**src/rtl/acq_frame_scheduler.sv**
```systemverilog
// acq_frame_scheduler: frame-paced ADC capture shipped as UART byte packets; ACQ_CHECKSUM_EN appends an XOR checksum byte
module acq_frame_scheduler #(
  parameter int          FRAME_PERIOD = 50000,
  parameter int          TIMEOUT_CYC  = 4096,
  parameter logic [7:0]  HDR_BYTE     = 8'hA5
) (
  input  logic        clk_in,
  input  logic        reset,
  input  logic        start_n,
  input  logic        stop_req,
  input  logic [7:0]  frames_cfg,
  output logic        adc_start_n,
  input  logic        adc_cs_n,
  input  logic [15:0] adc_data,
  output logic        tx_launch_n,
  input  logic        tx_done,
  output logic [7:0]  tx_data,
  output logic        busy,
  output logic [7:0]  frame_idx,
  output logic        err_timeout,
  output logic        err_overrun
);
  localparam int PW = $clog2(FRAME_PERIOD);
  localparam int TW = $clog2(TIMEOUT_CYC + 1);
  localparam logic [PW-1:0] P_LOAD = PW'(FRAME_PERIOD - 1);
  localparam logic [TW-1:0] T_LIM  = TW'(TIMEOUT_CYC - 1);
  localparam logic [3:0] IDLE      = 4'd0;
  localparam logic [3:0] ARM       = 4'd1;
  localparam logic [3:0] CONV      = 4'd2;
  localparam logic [3:0] WAIT_LOW  = 4'd3;
  localparam logic [3:0] WAIT_HIGH = 4'd4;
  localparam logic [3:0] TX_HDR    = 4'd5;
  localparam logic [3:0] TX_HI     = 4'd6;
  localparam logic [3:0] TX_LO     = 4'd7;
  localparam logic [3:0] TX_GAP    = 4'd9;
  localparam logic [3:0] NEXT      = 4'd10;
`ifdef ACQ_CHECKSUM_EN
  localparam logic [3:0] TX_CHK    = 4'd8;
  localparam logic [3:0] LAST_TX   = TX_CHK;
`else
  localparam logic [3:0] LAST_TX   = TX_LO;
`endif
  logic [3:0]    st, gap_to;
  logic [2:0]    start_sync;
  logic [PW-1:0] period_cnt;
  logic [TW-1:0] phase_cnt;
  logic [7:0]    frames_left;
  logic [15:0]   sample_q;
  logic          cont, stop_pend, late, start_edge, timed_out, tx_st;
  assign start_edge  = start_sync[2] & ~start_sync[1];
  assign timed_out   = phase_cnt == T_LIM;
  assign tx_st       = st inside {[TX_HDR:LAST_TX]};
  assign adc_start_n = st != CONV;
  assign tx_launch_n = !tx_st;
  always_comb begin
    tx_data = st == TX_HDR ? HDR_BYTE :
              st == TX_HI  ? sample_q[15:8] :
              st == TX_LO  ? sample_q[7:0] : 8'h00;
`ifdef ACQ_CHECKSUM_EN
    if (st == TX_CHK) tx_data = HDR_BYTE ^ sample_q[15:8] ^ sample_q[7:0];
`endif
  end
  // TX byte states are contiguous, so the byte after st is st+1 until LAST_TX
  always_ff @(posedge clk_in or negedge reset) begin
    if (!reset) begin
      start_sync  <= '1;
      st          <= IDLE;
      gap_to      <= IDLE;
      period_cnt  <= '0;
      phase_cnt   <= '0;
      frames_left <= '0;
      sample_q    <= '0;
      cont        <= 1'b0;
      stop_pend   <= 1'b0;
      late        <= 1'b0;
      busy        <= 1'b0;
      frame_idx   <= '0;
      err_timeout <= 1'b0;
      err_overrun <= 1'b0;
    end else begin
      start_sync <= {start_sync[1:0], start_n};
      phase_cnt  <= phase_cnt + TW'(1);
      if (busy && period_cnt != '0) period_cnt <= period_cnt - PW'(1);
      if (busy && stop_req) stop_pend <= 1'b1;
      case (st)
        IDLE: if (start_edge) begin
          st          <= ARM;
          busy        <= 1'b1;
          frame_idx   <= '0;
          frames_left <= frames_cfg;
          cont        <= frames_cfg == '0;
          stop_pend   <= 1'b0;
          err_timeout <= 1'b0;
          err_overrun <= 1'b0;
        end
        ARM: begin
          period_cnt <= P_LOAD;
          st         <= CONV;
        end
        CONV: begin
          phase_cnt <= '0;
          st        <= WAIT_LOW;
        end
        WAIT_LOW: if (!adc_cs_n) begin
          phase_cnt <= '0;
          st        <= WAIT_HIGH;
        end else if (timed_out) begin
          err_timeout <= 1'b1;
          busy        <= 1'b0;
          st          <= IDLE;
        end
        WAIT_HIGH: if (adc_cs_n) begin
          sample_q <= adc_data;
          st       <= TX_HDR;
        end else if (timed_out) begin
          err_timeout <= 1'b1;
          busy        <= 1'b0;
          st          <= IDLE;
        end
        TX_GAP: if (!tx_done) begin
          st <= gap_to;
          if (gap_to == NEXT) begin
            frame_idx <= frame_idx + 8'd1;
            late      <= period_cnt == '0;
            if (!cont) frames_left <= frames_left - 8'd1;
          end
        end
        NEXT: if (stop_pend || stop_req || (!cont && frames_left == '0)) begin
          busy <= 1'b0;
          st   <= IDLE;
        end else if (period_cnt == '0) begin
          period_cnt  <= P_LOAD;
          err_overrun <= err_overrun | late;
          st          <= CONV;
        end
        default: if (tx_st) begin
          if (tx_done) begin
            gap_to <= st == LAST_TX ? NEXT : st + 4'd1;
            st     <= TX_GAP;
          end
        end else st <= IDLE;
      endcase
    end
  end
endmodule

```
**config.mk**
```make
export PLATFORM = sky130hd
export DESIGN_NAME = acq_frame_scheduler
export DESIGN_NICKNAME = d
export VERILOG_FILES = /design/src/rtl/acq_frame_scheduler.sv
export SDC_FILE = /design/constraint.sdc
export NUM_CORES = 1
export LEC_CHECK = 0
export CORE_MARGIN = 2
export CORE_UTILIZATION = 64
export DETAILED_ROUTE_END_ITERATION = 7
export DONT_BUFFER_PORTS = 1
export GPL_TIMING_DRIVEN = 0
export PLACE_DENSITY = 0.8
export SYNTH_ARGS = -nofsm -noshare
export SYNTH_HDL_FRONTEND = slang
export SYNTH_SLANG_ARGS = --single-unit
```
**constraint.sdc**
```tcl
create_clock -name clk_in -period 2.6 [get_ports clk_in]
set_input_delay 0.52 -clock clk_in [delete_from_list [all_inputs] [get_ports clk_in]]
set_output_delay 0.52 -clock clk_in [all_outputs]
set_load 0.05 [all_outputs]
```
==> results.json <==
{
  "wire_per_inst_um": 18.0,
  "cts_buffers": 9,
  "crit_slowest_cell": "dfrtp_2",
  "antenna_cells": 0,
  "total_power_w": 0.00486,
  "final_core_utilization": 0.741,
  "p_int_w": 0.00285,
  "n_fill_cell": 428,
  "switching_power_w": 0.00202,
  "htree_num_levels": 3,
  "path_cells": "ha_1, buf_6, nor2b_1, buf_4, a221oi_2, nor2_4",
  "cp.required_ns": 2.08,
  "maxCapViolCount": 0,
  "cts_tree": "built",
  "yosysUniqueCellTypes": 57,
  "p_per_area_nw_per_um2": 1030,
  "cp.arrival_ns": 2.02,
  "io_buffer_count": 0,
  "hp-class": "input port to asynchronous set/reset pin",
  "dp_hpwl_um": 6300,
  "timing.rr.start": "st[1]$_DFFE_PN0P_",
  "r2r-end": "frames_left[0]$_DFFE_PN0P_",
  "hold_viol": 0,
  "yosysWarnings": 0,
  "drt-initial-drc-count": 236,
  "leakagePower_nw": 1.92,
  "tightest_slew_ns": 0.727,
  "max-slew-margin-rel": 0.514,
  "critPathBufInv": 2,
  "final_layout_size_suffix_gt1_frac": 0.176,
  "worstSetupPathType": "flip-flop to primary output",
  "root_buffer": "clkbuf_8",
  "die_w_um": 85.0,
  "die_h_um": 85.0,
  "combPwrFrac": 0.402,
  "dr.pass1.iters": 5,
  "grt_pass1_wl_um": 16000,
  "coreArea_um2": 6350,
  "dieArea_um2": 7220,
  "end_kind": "primary output",
  "fin_worst_skew_ns": 0.0156,
  "grt_usage": 0.277,
  "synth_seq_cells": 78,
  "hold_ws_ns": 0.0175,
  "critPathMaxFanout": 10,
  "seq_area_um2": 1960,
  "finalNetCount": 486,
  "p_seq_frac": 0.389,
  "grt_pass1_vias": 3360,
  "period_minus_slack_ns": 2.54,
  "ys_seq_area_frac": 0.466,
  "start_util": 0.661,
  "grt_max_degree": 76,
  "routed_via_density": 6.38,
  "status": "completed",
  "clock_latency_ns": 0.35,
  "multiInputGateArea_um2": 2270,
  "syn_avg_cell_area_um2": 9.72,
  "drtAntennaViolNets": 0,
  "async_flop_share": 1.00,
  "cts.reportedPaths.clkPinSlew_ns": 0.09,
  "antenna_found_initial": 0,
  "ctsLongestPathBuffers": 2,
  "peakVddDrop_v": 0.000802,
  "ys.flop_type": "dfrtp_1",
  "wl_um": 9500,
  "r2r_cells": 8,
  "period_share": 0.977,
  "cp.depth": 6,
  "grt-ovfl-total": 0,
  "swShare": 0.415,
  "netlist_area_um2": 4200,
  "drt_drc_violations_left": 0,
  "num_vias": 3360,
  "synth_nets": 473,
  "place_congestion": 0.947,
  "drv_slew": 0,
  "r2r_slack_ns": 0.17,
  "synth_cells": 432,
  "cp_top_family": "flip-flops",
  "ios": 51,
  "syn2layout_area_growth_pct": 12.0,
  "fp-row-count": 29,
  "cp_slowest_stage_delay_ns": 0.47,
  "start_kind": "flip-flop",
  "timing.fmax_mhz": 394,
  "clock-sinks": 78,
  "synth_edf_count": 0,
  "p_clk_frac": 0.209,
  "finalSetupViolations": 0
}
[cell type report]
| class | instances | area share |
|---|---|---|
| plain buffers | 16 | 0.0170 |
| clock buffers | 10 | 0.0271 |
| inverters | 10 | 0.00798 |
| multi-input cells | 328 | 0.484 |
| well taps | 77 | 0.0205 |
| repair buffers | 2 | 0.00745 |
| clock inverters | 6 | 0.0200 |
| flip-flops and latches | 78 | 0.416 |
[routing by layer]
layer,global-route usage,share of wire,vias up
met3,0.0759,0.063,12
met5,0,0,-
li1,-,-,1596
met2,0.442,0.50,93
met1,0.372,0.42,1659
met4,0.0851,0.011,0
[Yosys cell counts (10+ instances only)]
library cell,instances,share of area
dfrtp_1,75,0.45
nand3_1,21,0.025
nor4_1,10,0.015
nand2_1,29,0.026
mux2_2,19,0.051
clkbuf_1,12,0.011
xnor2_1,16,0.033
nor2_1,57,0.051
a21oi_1,25,0.030
xor2_1,12,0.025
ha_1,11,0.033
o21ai_0,20,0.024
inv_1,10,0.0089
nor3_1,10,0.012
[cells by family (layout without fill, tap and decap cells)]
logic type	Yosys count	after routing	synth area share
AO/OA/AOI/OAI	82	82	0.128
multiplexers	20	20	0.0534
XOR/XNOR	28	28	0.0584
flip-flops	78	78	0.466
AND/OR/NAND/NOR	187	187	0.238
buffers and inverters	26	44	0.0238
adder cells (fa/ha/maj)	11	11	0.0328
[power groups by stage]
stage	logic [W]	clock network [W]	registers, W
global placement	0.00162	0	0.00186
detailed placement	0.00166	0	0.00187
global route	0.00216	0.00107	0.00194
CTS	0.00185	0.00103	0.00187
floorplan	0.00136	0	0.00179
finish	0.00196	0.00102	0.00189
[what timing repair did]
action | CTS | global route
buffers inserted | 0 | 1
hold buffers | 1 | 0
hold endpoints to repair | 75 | 0
setup endpoints to repair | 9 | 35
pin swaps | 5 | 3
gates resized for setup | 30 | 19
[worst max path at each step]
stage	start	end	slack (ns)
after floorplan	st[0]$_DFFE_PN0P_	tx_data[0]	0.03
after global placement	st[0]$_DFFE_PN0P_	tx_data[5]	-0.36
after detailed placement	st[0]$_DFFE_PN0P_	tx_data[5]	-0.37
after CTS	st[0]$_DFFE_PN0P_	tx_data[5]	-0.004
after global routing	st[0]$_DFFE_PN0P_	tx_data[7]	-0.002
final	st[0]$_DFFE_PN0P_	tx_data[5]	0.06
[through the flow]
stage          area [um^2]  setup TNS, ns  setup WS [ns]  instances
6_report              4700              0         0.0605        527
4_1_cts               4650       -0.00361       -0.00361        526
3_3_place_gp          4290          -2.68         -0.365        509
2_1_floorplan         4200              0         0.0281        432
3_5_place_dp          4290          -2.71         -0.368        509
5_1_grt               4700       -0.00225       -0.00225        527
[sequential cells by signal (all words and copies together) (netlist names), 3 cells and up]
name / flops
phase_cnt: 13
frame_idx: 8
sample_q: 16
st: 4
frames_left: 8
start_sync: 3
period_cnt: 16
gap_to: 4
[placed cells by master, fill, tap and decap left out, types with 4 or more instances in the layout]
cell,n
mux2_2,19
nor2_4,8
nand2_1,28
a31oi_1,4
nand4_1,8
xnor2_1,16
o21ai_0,20
nor2b_1,7
a22oi_1,8
ha_1,10
a21oi_1,24
nor4_1,10
clkbuf_1,8
nor2_1,48
nand2b_1,5
dfrtp_1,73
xor2_1,12
clkbuf_8,9
or3_1,6
inv_1,10
nand3_1,20
nor3_1,10
or4_1,4
Note: power is estimated with default switching activity, not from simulation.
